<file path="config.mk">
export PLATFORM = sky130hd
export DESIGN_NAME = sram_responder
export DESIGN_NICKNAME = d
export VERILOG_FILES = /design/src/rtl/sram_responder.sv
export SDC_FILE = /design/constraint.sdc
export NUM_CORES = 1
export LEC_CHECK = 0
export ABC_AREA = 1
export CAP_MARGIN = 30
export CELL_PAD_IN_SITES_DETAIL_PLACEMENT = 0
export CELL_PAD_IN_SITES_GLOBAL_PLACEMENT = 1
export CORE_AREA = 2 2 228 163
export DETAILED_ROUTE_END_ITERATION = 7
export DIE_AREA = 0 0 230 165
export PLACE_DENSITY_LB_ADDON = 0.1
export SLEW_MARGIN = 10
export SYNTH_ARGS = -nofsm -noshare
export SYNTH_HDL_FRONTEND = slang
export SYNTH_SLANG_ARGS = --single-unit
</file>
<file path="constraint.sdc">
create_clock -name clk -period 1.85 [get_ports clk]
set_input_delay 0.185 -clock clk [delete_from_list [all_inputs] [get_ports clk]]
set_output_delay 0.185 -clock clk [all_outputs]
set_load 0.03 [all_outputs]
</file>
<file path="src/rtl/sram_responder.sv">
// sram_responder: arbitrates the fetch and data request ports onto one
// single-port synchronous 64-bit SRAM. Each request gets one ready pulse
// with a response code; one transaction is in flight at a time.
module sram_responder #(
  parameter logic [63:0] ADDR_BASE  = 64'h8000_0000,
  parameter int          DEPTH_LOG2 = 16
) (
  input  logic                  clk,
  input  logic                  rst,
  input  logic                  if_valid,
  input  logic [63:0]           if_addr,
  input  logic [1:0]            if_size,
  output logic                  if_ready,
  output logic [1:0]            if_resp,
  output logic [63:0]           if_data_read,
  input  logic                  mem_valid,
  input  logic [63:0]           mem_addr,
  input  logic [1:0]            mem_size,
  input  logic [1:0]            mem_req,
  input  logic [63:0]           mem_data_write,
  output logic                  mem_ready,
  output logic [1:0]            mem_resp,
  output logic [63:0]           mem_data_read,
  output logic                  ram_en,
  output logic                  ram_we,
  output logic [DEPTH_LOG2-1:0] ram_addr,
  output logic [7:0]            ram_wmask,
  output logic [63:0]           ram_wdata,
  input  logic [63:0]           ram_rdata
);

  typedef enum logic [1:0] {IDLE = 2'd0, ACCESS = 2'd1, RESP = 2'd2} state_e;

  localparam logic PORT_IF  = 1'b0;
  localparam logic PORT_MEM = 1'b1;

  state_e                  state_q, state_d;
  logic                    last_grant_q, last_grant_d;
  logic                    port_q, port_d;
  logic                    err_q, err_d;
  logic                    write_q, write_d;
  logic                    if_ready_q, if_ready_d;
  logic                    mem_ready_q, mem_ready_d;
  logic [1:0]              if_resp_q, if_resp_d;
  logic [1:0]              mem_resp_q, mem_resp_d;
  logic                    ram_en_q, ram_en_d;
  logic                    ram_we_q, ram_we_d;
  logic [DEPTH_LOG2-1:0]   ram_addr_q, ram_addr_d;
  logic [7:0]              ram_wmask_q, ram_wmask_d;
  logic [63:0]             ram_wdata_q, ram_wdata_d;

  logic                    grant_valid_s;
  logic                    grant_port_s;
  logic [63:0]             sel_addr_s;
  logic [1:0]              sel_size_s;
  logic [1:0]              sel_req_s;
  logic [63:0]             sel_wdata_s;
  logic [63:0]             offset_s;
  logic                    misaligned_s;
  logic                    out_of_range_s;
  logic                    sel_err_s;
  logic [7:0]              lanes_s;
  logic [7:0]              sel_wmask_s;
  logic                    rd_ok_s;

  // Arbitration: a lone requester wins; on contention the port not served last time wins.
  always_comb begin
    grant_valid_s = 1'b0;
    grant_port_s  = PORT_IF;
    if (if_valid && mem_valid) begin
      grant_valid_s = 1'b1;
      grant_port_s  = (last_grant_q == PORT_IF) ? PORT_MEM : PORT_IF;
    end else if (mem_valid) begin
      grant_valid_s = 1'b1;
      grant_port_s  = PORT_MEM;
    end else if (if_valid) begin
      grant_valid_s = 1'b1;
      grant_port_s  = PORT_IF;
    end else begin
      grant_valid_s = 1'b0;
      grant_port_s  = PORT_IF;
    end
  end

  // Select the granted request and decode its error flag, word index and byte lanes.
  always_comb begin
    if (grant_port_s == PORT_MEM) begin
      sel_addr_s  = mem_addr;
      sel_size_s  = mem_size;
      sel_req_s   = mem_req;
      sel_wdata_s = mem_data_write;
    end else begin
      sel_addr_s  = if_addr;
      sel_size_s  = if_size;
      sel_req_s   = 2'b00;
      sel_wdata_s = 64'd0;
    end
    // Subtraction only matters when addr >= base; below-base is flagged separately
    // so the wrapped offset never masks an out-of-range access.
    offset_s       = sel_addr_s - ADDR_BASE;
    out_of_range_s = (sel_addr_s < ADDR_BASE) || ((offset_s >> (DEPTH_LOG2 + 3)) != 64'd0);
    case (sel_size_s)
      2'd0:    begin misaligned_s = 1'b0;                      lanes_s = 8'h01; end
      2'd1:    begin misaligned_s = (sel_addr_s[0]   != 1'b0); lanes_s = 8'h03; end
      2'd2:    begin misaligned_s = (sel_addr_s[1:0] != 2'b0); lanes_s = 8'h0F; end
      2'd3:    begin misaligned_s = (sel_addr_s[2:0] != 3'b0); lanes_s = 8'hFF; end
      default: begin misaligned_s = 1'b0;                      lanes_s = 8'h00; end
    endcase
    sel_wmask_s = lanes_s << sel_addr_s[2:0];
    sel_err_s   = misaligned_s || out_of_range_s || sel_req_s[1];
  end

  // Next-state and registered-output logic for the IDLE/ACCESS/RESP sequence.
  always_comb begin
    state_d      = state_q;
    last_grant_d = last_grant_q;
    port_d       = port_q;
    err_d        = err_q;
    write_d      = write_q;
    if_ready_d   = 1'b0;
    mem_ready_d  = 1'b0;
    if_resp_d    = 2'b00;
    mem_resp_d   = 2'b00;
    ram_en_d     = 1'b0;
    ram_we_d     = 1'b0;
    ram_addr_d   = ram_addr_q;
    ram_wmask_d  = ram_wmask_q;
    ram_wdata_d  = ram_wdata_q;
    case (state_q)
      IDLE: begin
        if (grant_valid_s) begin
          state_d     = ACCESS;
          port_d      = grant_port_s;
          err_d       = sel_err_s;
          write_d     = (sel_req_s == 2'b01);
          ram_en_d    = !sel_err_s;
          ram_we_d    = !sel_err_s && (sel_req_s == 2'b01);
          ram_addr_d  = offset_s[DEPTH_LOG2+2:3];
          ram_wmask_d = sel_wmask_s;
          ram_wdata_d = sel_wdata_s;
        end else begin
          state_d = IDLE;
        end
      end
      ACCESS: begin
        state_d     = RESP;
        if_ready_d  = (port_q == PORT_IF);
        mem_ready_d = (port_q == PORT_MEM);
        if (port_q == PORT_MEM) begin
          mem_resp_d = err_q ? 2'b10 : 2'b00;
        end else begin
          if_resp_d  = err_q ? 2'b10 : 2'b00;
        end
      end
      RESP: begin
        state_d      = IDLE;
        last_grant_d = port_q;
      end
      default: begin
        state_d = IDLE;
      end
    endcase
  end

  // State and output registers; reset returns to IDLE with all strobes low.
  always_ff @(posedge clk or negedge rst) begin
    if (!rst) begin
      state_q      <= IDLE;
      last_grant_q <= PORT_IF;
      port_q       <= PORT_IF;
      err_q        <= 1'b0;
      write_q      <= 1'b0;
      if_ready_q   <= 1'b0;
      mem_ready_q  <= 1'b0;
      if_resp_q    <= 2'b00;
      mem_resp_q   <= 2'b00;
      ram_en_q     <= 1'b0;
      ram_we_q     <= 1'b0;
      ram_addr_q   <= '0;
      ram_wmask_q  <= 8'h00;
      ram_wdata_q  <= 64'd0;
    end else begin
      state_q      <= state_d;
      last_grant_q <= last_grant_d;
      port_q       <= port_d;
      err_q        <= err_d;
      write_q      <= write_d;
      if_ready_q   <= if_ready_d;
      mem_ready_q  <= mem_ready_d;
      if_resp_q    <= if_resp_d;
      mem_resp_q   <= mem_resp_d;
      ram_en_q     <= ram_en_d;
      ram_we_q     <= ram_we_d;
      ram_addr_q   <= ram_addr_d;
      ram_wmask_q  <= ram_wmask_d;
      ram_wdata_q  <= ram_wdata_d;
    end
  end

  // Read data arrives from the SRAM during RESP, so it is steered straight through,
  // gated by the registered ready pulse so it is zero at all other times.
  always_comb begin
    rd_ok_s = !err_q && !write_q;
    if (if_ready_q && rd_ok_s) begin
      if_data_read = ram_rdata;
    end else begin
      if_data_read = 64'd0;
    end
    if (mem_ready_q && rd_ok_s) begin
      mem_data_read = ram_rdata;
    end else begin
      mem_data_read = 64'd0;
    end
  end

  assign if_ready  = if_ready_q;
  assign if_resp   = if_resp_q;
  assign mem_ready = mem_ready_q;
  assign mem_resp  = mem_resp_q;
  assign ram_en    = ram_en_q;
  assign ram_we    = ram_we_q;
  assign ram_addr  = ram_addr_q;
  assign ram_wmask = ram_wmask_q;
  assign ram_wdata = ram_wdata_q;

endmodule

</file>
==> flow_metrics.env <==
export IMPL_p_per_area_nw_per_um2=1062
export IMPL_die_w_um=230
export IMPL_antenna_found_initial=7
export IMPL_placementRows=58
export IMPL_core_area_um2=35560
export IMPL_dp_hpwl_mm=30.96
export IMPL_synth_seq_cells=100
export IMPL_p_leak_nw=7.036
export IMPL_grt_start_max_net_pins=101
export IMPL_h_tree_depth=3
export IMPL_max_stage_delay_ns=0.45
export IMPL_drc=0
export IMPL_whs_ns=0.3761
export IMPL_fin_crit_ns=2.420
export IMPL_tns_ns=-2.593
export IMPL_drt_initial_drc_count=473
export IMPL_pin_count=490
export IMPL_drive_gt1_share_pct=22.82
export IMPL_cts_sinks=100
export IMPL_highest_layer="met5"
export IMPL_grt_pass1_vias=9031
export IMPL_vdd_drop_max_mv=0.6296
export IMPL_p_comb_share_pct=61.4
export IMPL_switching_share_pct=46.15
export IMPL_postRouteWirelength_mm=39.66
export IMPL_path_cells="nand2_8 > nand2_8 > buf_8 > nand2_1 > nand2_2 > nand2_2 > buf_4 > nor2_4 > nand2_2 > nor2_4 > nor2_2 > nor2_2 > nand2_2 > nor2_4 > nand3_2 > nor2_1 > nand2_1 > nor2_2"
export IMPL_numCtsBuffers=9
export IMPL_p_switching_mw=6.863
export IMPL_dr_pass1_iters=4
export IMPL_vias=9381
export IMPL_worst_clock_skew_ns=0.01217
export IMPL_period_share_pct=130.8
export IMPL_p_int_mw=8.007
export IMPL_grt_pass1_wl_mm=55.81
export IMPL_worst_slew_pin_transition_ns=0.5795
export IMPL_nets=2014
export IMPL_die_y_um=165
export IMPL_route_met3_wl_mm=2.423
export IMPL_synth_top_area_share_pct=35.36
export IMPL_crit_path_end_kind="register"
export IMPL_met2WireLength_mm=19.77
export IMPL_power_frac_seq_pct=25.6
export IMPL_clk_latency_ns=0.35
export IMPL_clockBufferDepth=2
export IMPL_yosysWarnings=0
export IMPL_clock_root_buffer="clkbuf_16"
export IMPL_finalInstanceArea_um2=14010
export IMPL_synth_seq_area_share_pct=35.36
export IMPL_finish_utilization_pct=39.39
export IMPL_tritoncts="yes"
export IMPL_yosysTopAreaCell="dfrtp_1"
export IMPL_rsz0062_at_grt="yes"
export IMPL_violations="setup timing"
export IMPL_start_util_pct=19.90
export IMPL_vias_per_cell=4.195
export IMPL_grtUsageTotal_pct=19.39
export IMPL_syn_cell_area_um2=7077
export IMPL_status="finished, violations left"
export IMPL_cp_start_kind="register"
export IMPL_fmax_mhz=413.3
export IMPL_place_area_um2=12970
export IMPL_crit_fanout=8
export IMPL_hold_viol=0
export IMPL_setup_viol=10
export IMPL_netlist_top_cells_area="dfrtp_1 (35%), nand2_1 (20%), nor2_1 (13%), nand3_1 (8.8%), inv_1 (7.5%)"
export IMPL_met1_length_mm=16.86
export IMPL_cp_required_ns=2.13
export IMPL_ys_types=35
export IMPL_gr_total_overflow=0
export IMPL_finalMaxSlewViolations=0
export IMPL_portBuffers=487
export IMPL_relSlewSlack_pct=61.37
export IMPL_syn_to_final_growth_pct=97.93
export IMPL_wl_per_cell_um=17.74
export IMPL_place_congestion=0.8362
export IMPL_path_class="reg2reg"
export IMPL_avgSynthCellArea_um2=6.013
export IMPL_clkPwrFrac_pct=12.9
export IMPL_min_path_type="in2reg"
export IMPL_die_area_um2=37950
export IMPL_drv_cap=0
export IMPL_cp_common_cell="nand2_2"
export IMPL_antenna_left=0
export IMPL_arrival_ns=2.70
export IMPL_syn_inst=1177
export IMPL_timing_final_ws_setup_ns=-0.5698
export IMPL_crit_path_top_delay_cell="dfrtp_2"
export IMPL_clk_pin_slew_worst_paths_ns=0.08
[what timing repair did]
item / CTS / global route
hold buffers: 1 / 0
cloned: 2 / 5
endpoints found under the hold margin: 100 / 0
setup buffers: 1 / 13
pin swaps: 3 / 32
endpoints found under the setup margin: 94 / 86
resized for setup: 44 / 103
[cell usage after synthesis, drive strengths merged]
library cell    n
conb            1
nor2          249
nand3b         26
nand2         395
a21oi           7
or2             3
and2            3
nor3            3
o31ai           1
a31oi           1
o21ai          51
o311ai          1
clkbuf         41
a22o            1
dfrtp         100
inv           144
nand3         124
a21boi          1
buf            20
o21bai          2
nand4           3
[metal layers]
metal  GRT usage (%)  vias up
li1                -     4733
met1           23.78     4321
met2           34.50      286
met3           4.852       35
met4           3.930        6
met5               0        -
[power by group through the flow]
stage               logic [mW]  clock network [mW]  registers [mW]
global route              9.79                2.08            3.94
global placement          8.62                   0            3.82
floorplan                 2.39                   0            5.69
detailed placement        8.62                   0            3.81
finish                    9.14                1.92            3.81
CTS                       8.84                1.99            3.82
[state kept, by name (all words and copies together), names as in the netlist, 2 cells and up]
register and flops:
ram_wdata 64, ram_wmask 8, state_q 2, ram_addr 16
[stage by stage]
step | worst slack (ns) | cells | power [mW]
floorplan | -0.07375 | 1178 | 8.078
global placement | -1.062 | 2197 | 12.44
detailed placement | -1.014 | 2197 | 12.43
CTS | -0.5560 | 2217 | 14.65
global route | -0.7428 | 2236 | 15.81
finish | -0.5698 | 2236 | 14.87
[final cells by class]
| cell class | count | area, µm² |
|---|---|---|
| antenna | 3 | 7.507 |
| clock buffer | 11 | 252.7 |
| clock inverter | 5 | 43.79 |
| fill | 3777 | 21550 |
| inverter | 144 | 545.5 |
| multi-input combinational | 874 | 4143 |
| sequential | 100 | 2504 |
| tap | 480 | 600.6 |
| timing repair buffer | 619 | 5911 |
[layout by cell type (no fill, tap or decap), drive strengths merged]
cell type	n
nand2	396
clkdlybuf4s50	357
buf	256
nor2	249
inv	146
nand3	124
dfrtp	100
o21ai	51
nand3b	26
clkbuf	16
a21oi	7
diode	3
nand4	3
or2	3
and2	3
nor3	3
o21bai	2
conb	2
clkinvlp	2
o31ai	1
a22o	1
o311ai	1
a31oi	1
a21boi	1
clkinv	1
dlygate4sd3	1
[worst max-delay path: cells and delay by family (launching register included)]
kind	cells	cell delay, ns
buf+inv	2	0.30
flops	1	0.45
simple gates	16	1.57
[cells by family after synthesis]
| family | synth area share [%] |
|---|---|
| AND/OR/NAND/NOR | 47.84 |
| flip-flops | 35.36 |
| other | 0.05299 |
| AO/OA/AOI/OAI | 4.915 |
| buffers and inverters | 11.83 |
[final timing paths]
path,start,end,slack [ns],cells past startpoint
max,last_grant_q$_DFFE_PN0N_,ram_we$_DFF_PN0_,-0.57,18
min,mem_data_write[27],ram_wdata[27]$_DFFE_PN0P_,0.38,3
max reg2reg,last_grant_q$_DFFE_PN0N_,ram_we$_DFF_PN0_,-0.57,18
min reg2reg,port_q$_DFFE_PN0P_,if_ready$_DFF_PN0_,0.45,1
max in group asynchronous,rst,last_grant_q$_DFFE_PN0N_,0.95,3
min in group asynchronous,rst,ram_wdata[36]$_DFFE_PN0P_,0.45,3
Power figures use the tool's default switching activity.
